`config.mk`:
```
export PLATFORM = sky130hd
export DESIGN_NAME = lc3_control_fsm
export DESIGN_NICKNAME = d
export VERILOG_FILES = /design/src/rtl/lc3_control_fsm.sv
export SDC_FILE = /design/constraint.sdc
export NUM_CORES = 1
export LEC_CHECK = 0
export CORE_MARGIN = 5
export CORE_UTILIZATION = 33
export CTS_CLUSTER_DIAMETER = 60
export DETAILED_ROUTE_END_ITERATION = 6
export GPL_TIMING_DRIVEN = 0
export PLACE_DENSITY = 0.76
export REMOVE_ABC_BUFFERS = 1
export SLEW_MARGIN = 20
export SYNTH_ARGS = -nofsm -noshare
export SYNTH_HDL_FRONTEND = slang
export SYNTH_SLANG_ARGS = --single-unit
export TNS_END_PERCENT = 100
```
`constraint.sdc`:
```
create_clock -name clk -period 1.4 [get_ports clk]
set_input_delay 0.28 -clock clk [delete_from_list [all_inputs] [get_ports clk]]
set_output_delay 0.28 -clock clk [all_outputs]
set_load 0.05 [all_outputs]
```
`src/rtl/lc3_control_fsm.sv`:
```
// LC-3 multicycle control unit: fetch/decode/execute sequencing that drives
// datapath loads, bus gates, mux selects, ALU op and memory handshake.
// Ports:
//   clk, rst_n          clock, async active-low reset
//   ir, n/z/p           instruction register and condition codes
//   mem_ready           memory completes the current access
//   ld_*, gate_*        register loads and bus drivers
//   pcmux..mdr_sel      datapath mux selects
//   aluControl, dr, sr1 ALU op and register file selects
//   mem_en, mem_we      memory request and write
//   illegal_op, halted  unsupported-opcode pulse and halt status
module lc3_control_fsm #(
  parameter bit HALT_ON_ILLEGAL = 1'b0
) (
  input  logic        clk,
  input  logic        rst_n,
  input  logic [15:0] ir,
  input  logic        n,
  input  logic        z,
  input  logic        p,
  input  logic        mem_ready,
  output logic        ld_pc,
  output logic        ld_ir,
  output logic        ld_mar,
  output logic        ld_mdr,
  output logic        ld_reg,
  output logic        ld_cc,
  output logic        gate_pc,
  output logic        gate_alu,
  output logic        gate_mdr,
  output logic        gate_marmux,
  output logic [1:0]  pcmux,
  output logic        addr1mux,
  output logic [1:0]  addr2mux,
  output logic        marmux,
  output logic        mdr_sel,
  output logic [1:0]  aluControl,
  output logic [2:0]  dr,
  output logic [2:0]  sr1,
  output logic        mem_en,
  output logic        mem_we,
  output logic        illegal_op,
  output logic        halted
);

  typedef enum logic [3:0] {
    S_F1, S_F2, S_F3, S_DEC,
    S_ALU, S_BR, S_JMP, S_LEA,
    S_MA_PC, S_MA_BASE, S_RD, S_WB,
    S_SD, S_WR, S_HALT
  } state_e;

  state_e state_q, state_d;

  logic [3:0] op;
  logic       br_taken;
  logic       unused_ir;

  assign op        = ir[15:12];
  assign br_taken  = |(ir[11:9] & {n, z, p});
  // Immediate/offset fields are consumed by the datapath, not here.
  assign unused_ir = ^ir[5:0];

  always_ff @(posedge clk or negedge rst_n) begin
    if (!rst_n) state_q <= S_F1;
    else        state_q <= state_d;
  end

  always_comb begin
    state_d = state_q;
    case (state_q)
      S_F1: state_d = S_F2;
      S_F2: state_d = mem_ready ? S_F3 : S_F2;
      S_F3: state_d = S_DEC;
      S_DEC: begin
        case (op)
          4'b0001, 4'b0101, 4'b1001: state_d = S_ALU;
          4'b0000: state_d = S_BR;
          4'b1100: state_d = S_JMP;
          4'b1110: state_d = S_LEA;
          4'b0010, 4'b0011: state_d = S_MA_PC;
          4'b0110, 4'b0111: state_d = S_MA_BASE;
          default: state_d = HALT_ON_ILLEGAL ? S_HALT : S_F1;
        endcase
      end
      S_ALU, S_BR, S_JMP, S_LEA, S_WB: state_d = S_F1;
      // ir[12] separates stores (ST/STR) from loads (LD/LDR).
      S_MA_PC, S_MA_BASE: state_d = ir[12] ? S_SD : S_RD;
      S_RD: state_d = mem_ready ? S_WB : S_RD;
      S_SD: state_d = S_WR;
      S_WR: state_d = mem_ready ? S_F1 : S_WR;
      S_HALT: state_d = S_HALT;
      default: state_d = S_F1;
    endcase
  end

  always_comb begin
    ld_pc       = 1'b0;
    ld_ir       = 1'b0;
    ld_mar      = 1'b0;
    ld_mdr      = 1'b0;
    ld_reg      = 1'b0;
    ld_cc       = 1'b0;
    gate_pc     = 1'b0;
    gate_alu    = 1'b0;
    gate_mdr    = 1'b0;
    gate_marmux = 1'b0;
    pcmux       = 2'b00;
    addr1mux    = 1'b0;
    addr2mux    = 2'b00;
    marmux      = 1'b0;
    mdr_sel     = 1'b0;
    aluControl  = 2'b00;
    dr          = 3'd0;
    sr1         = 3'd0;
    mem_en      = 1'b0;
    mem_we      = 1'b0;
    illegal_op  = 1'b0;
    halted      = 1'b0;
    // Outputs are forced low while reset is held so an in-flight memory
    // request drops immediately rather than at the next edge.
    if (rst_n) begin
      case (state_q)
        S_F1: begin
          gate_pc = 1'b1;
          ld_mar  = 1'b1;
          ld_pc   = 1'b1;
        end
        S_F2, S_RD: begin
          mem_en  = 1'b1;
          mdr_sel = 1'b1;
          ld_mdr  = mem_ready;
        end
        S_F3: begin
          gate_mdr = 1'b1;
          ld_ir    = 1'b1;
        end
        S_DEC: begin
          case (op)
            4'b0001, 4'b0101, 4'b1001,
            4'b0000, 4'b1100, 4'b1110,
            4'b0010, 4'b0011,
            4'b0110, 4'b0111: illegal_op = 1'b0;
            default:          illegal_op = 1'b1;
          endcase
        end
        S_ALU: begin
          gate_alu = 1'b1;
          ld_reg   = 1'b1;
          ld_cc    = 1'b1;
          dr       = ir[11:9];
          sr1      = ir[8:6];
          case (op)
            4'b0101: aluControl = 2'b10;
            4'b1001: aluControl = 2'b11;
            default: aluControl = 2'b01;
          endcase
        end
        S_BR: begin
          if (br_taken) begin
            ld_pc    = 1'b1;
            pcmux    = 2'b10;
            addr2mux = 2'b10;
          end
        end
        S_JMP: begin
          ld_pc    = 1'b1;
          pcmux    = 2'b10;
          addr1mux = 1'b1;
          sr1      = ir[8:6];
        end
        S_LEA: begin
          gate_marmux = 1'b1;
          marmux      = 1'b1;
          addr2mux    = 2'b10;
          ld_reg      = 1'b1;
          ld_cc       = 1'b1;
          dr          = ir[11:9];
        end
        S_MA_PC: begin
          gate_marmux = 1'b1;
          marmux      = 1'b1;
          ld_mar      = 1'b1;
          addr2mux    = 2'b10;
        end
        S_MA_BASE: begin
          gate_marmux = 1'b1;
          marmux      = 1'b1;
          ld_mar      = 1'b1;
          addr1mux    = 1'b1;
          addr2mux    = 2'b01;
          sr1         = ir[8:6];
        end
        S_WB: begin
          gate_mdr = 1'b1;
          ld_reg   = 1'b1;
          ld_cc    = 1'b1;
          dr       = ir[11:9];
        end
        // Store data reaches MDR by passing SR through the ALU.
        S_SD: begin
          gate_alu = 1'b1;
          sr1      = ir[11:9];
          ld_mdr   = 1'b1;
        end
        S_WR: begin
          mem_en = 1'b1;
          mem_we = 1'b1;
        end
        S_HALT: halted = 1'b1;
        default: ;
      endcase
    end
  end

endmodule

```
==> metrics.cfg, run 1 <==
[status]
status = finished with violations
violations = negative setup slack

[place]
io_buffers = 43
gp_congestion = 0.7806
dp_slack_ns = -1.586
dp.cells = 174
hpwl_um = 2009
placedInstanceArea_um2 = 1209

[grt]
grt_pass1_wl_um = 5333
grt_use_total_pct = 19.32
grt_pass1_vias = 1171
grt_overflow = 0
antenna_found_initial = 0
grt_max_degree = 14

[cells_and_area]
final_cell_mix = buf_4, buf_6, nor2_1, dlygate4sd2_1, nor2_2
largest_register_ffs = 4
antenna_cells = 0
layout.nets = 204
design_area_um2 = 1682
drive_above_1_share_pct = 62.22
finalNonFillerCells = 210
fin_util_pct = 68.50
largestRegisters = state_q: 4 flops
syn_to_final_growth_pct = 101.2
largest-register = state_q
layout_commonest_cell = buf_4

[clocking]
clkTransAtPathRegs_ns = 0.04
holdBufCountCts = 0
numCtsBuffers = 3
clk_path_buf_depth = 2
htree_levels = 1
clock_sinks = 4
cts_tree = done
cts-root-buf = clkbuf_4
insertion_delay_ns = 0.24

[critical_path]
regToRegSetupSlack_ns = -0.17
criticalPathCategory = reg2out
cp_slowest_cell = dfrtp_4
arrival_ns = 1.68
worstSetupEndpointType = output port
worstReg2RegEnd = state_q[0]
crit_family = flip-flops
cp_data_required_time_ns = 1.12
critPathMaxFanout = 6
start_kind = flip-flop
crit_buf_inv = 1
slowest_delay_ns = 0.50
cp_cell_sequence = nand2b_4 -> a21o_1 -> a21oi_4 -> and2_4 -> buf_8
rr_worst_depth = 7
timing.rr.start = state_q[3]

[floorplanning]
rows = 18
die-area_um2 = 3639
coreArea_um2 = 2455
die_h_um = 60.33
initial_utilization_pct = 34.05
die_x_um = 60.33
num_io_pins = 51

[power_and_ir_drop]
vdd_drop_max_mv = 1.353
leakagePower_nw = 0.7435
powerDensity_nw_per_um2 = 1853

[sta]
finalWorstSetupSlack_ns = -0.5582
finClkSkew_ns = 0.0009142
setup_violations = 32
hold_viol_final = 0
finalSetupTns_ns = -12.26
slew_viol_final = 0
max_freq_ghz = 0.5107
period_needed_ns = 1.958
min_period_over_period_pct = 139.9
rsz0062_at_grt = true

[drt]
routedWlPerCell_um = 16.34
vias = 1138
first_iter_violations = 26
wl_um = 3431
drtPass1Iterations = 4
post_drt_via_cell_ratio = 5.419
ant_nets = 0
drc = 0

[yosys]
async_reset_ff_share_pct = 100.0
ys_seq_area_share_pct = 11.98
ys_ff_latch = 4
netlist_instances = 113
ys.flop_type = dfrtp_1
synth_edf_count = 0
synth_cell_type_count = 46
synth_warnings = 0
synthesis.area_um2 = 835.8
syn_avg_cell_area_um2 = 7.396

[hold_path]
hp-class = in2async

[run]
drv_cap = 0

==> where the power goes <==
part	switching (W)	internal, W	total [W]
clock	0.0000512	0.0000962	0.000147
sequential	0.000119	0.000178	0.000298
combinational	0.00150	0.00118	0.00267
==> stage by stage <==
step                hold slack, ns  power (W)
finish                     0.02277   0.003116
floorplan                 -0.01559   0.001457
global placement            0.6523   0.001908
detailed placement          0.6618   0.001935
CTS                        0.01958   0.002792
global route               0.01698   0.003287
==> cells by family (layout without fill, tap and decap cells) <==
logic type,Yosys count,count (layout),share of synthesized area [%]
buffers and inverters,17,84,13.62
DFF,4,4,11.98
muxes,3,3,3.593
and+or+nand+nor,56,56,41.92
xor gates and xnor gates,1,1,1.048
AOI/OAI and AO/OA,31,31,27.39
other,1,1,0.4487
==> synth_stat cells, drive strengths merged, types with 2 or more instances <==
library cell / count / area share, %
nor2: 18 / 8.7
buf: 11 / 10
nand2: 8 / 3.9
nor3: 8 / 7.3
a21oi: 7 / 4.6
inv: 5 / 2.2
nand2b: 5 / 5.5
a22o: 4 / 4.2
dfrtp: 4 / 12
nand3: 4 / 3.9
o21ai: 4 / 2.4
a21o: 3 / 2.7
a31oi: 3 / 2.2
and2: 3 / 2.2
mux2i: 3 / 3.6
and2b: 2 / 1.8
and3: 2 / 1.5
nor4: 2 / 2.2
o22ai: 2 / 1.5
==> area by class of cell <==
class,instances,area (µm²)
Multi-Input combinational cell,92,784.5
Fill cell,199,773.2
Timing Repair Buffer,76,708.2
Sequential cell,4,107.6
Tap cell,30,37.54
Clock buffer,3,22.52
Inverter,5,21.27
==> metal layers <==
metal,track usage [%],vias up,routed length [µm],part of all wire (%)
met5,0,-,0,0
met4,4.747,0,46,1.3
met3,6.263,8,231,6.7
met2,36.27,45,1888,55
met1,20.64,545,1265,37
li1,-,540,-,-
==> how the worst max path moves through the flow <==
stage          cells after the start  startpoint  slack [ns]           to
3_5_place_dp                       4       rst_n       -1.59  addr2mux[1]
6_report                           5  state_q[2]       -0.56        dr[2]
2_1_floorplan                      4  state_q[2]       -1.39        dr[0]
5_1_grt                            5  state_q[2]       -0.62        dr[0]
4_1_cts                            5  state_q[2]       -0.50        ld_pc
3_3_place_gp                       4       rst_n       -1.55  addr2mux[1]
==> timing repair <==
item                                    in CTS  in global routing
pin swaps                                   12                  7
endpoints found under the setup margin      32                 31
gates resized for setup                    253                 14
setup buffers                               24                  9
hold endpoints to repair                     0                  0
==> worst reg2reg max path, stage by stage, from the launching register on <==
cell and delay [ns]:
dfrtp_2 0.48, buf_4 0.16, buf_6 0.11, buf_4 0.14, buf_4 0.13, nor3_4 0.21
o2111ai_2 0.15, o221ai_2 0.09
Power figures use the tool's default switching activity.
==> inputs of run 2 (changes only) <==
CTS_CLUSTER_DIAMETER = 40   (was 60)
==> results of run 2 <==
No change in the layout: final DEF, timing and power equal those of run 1.
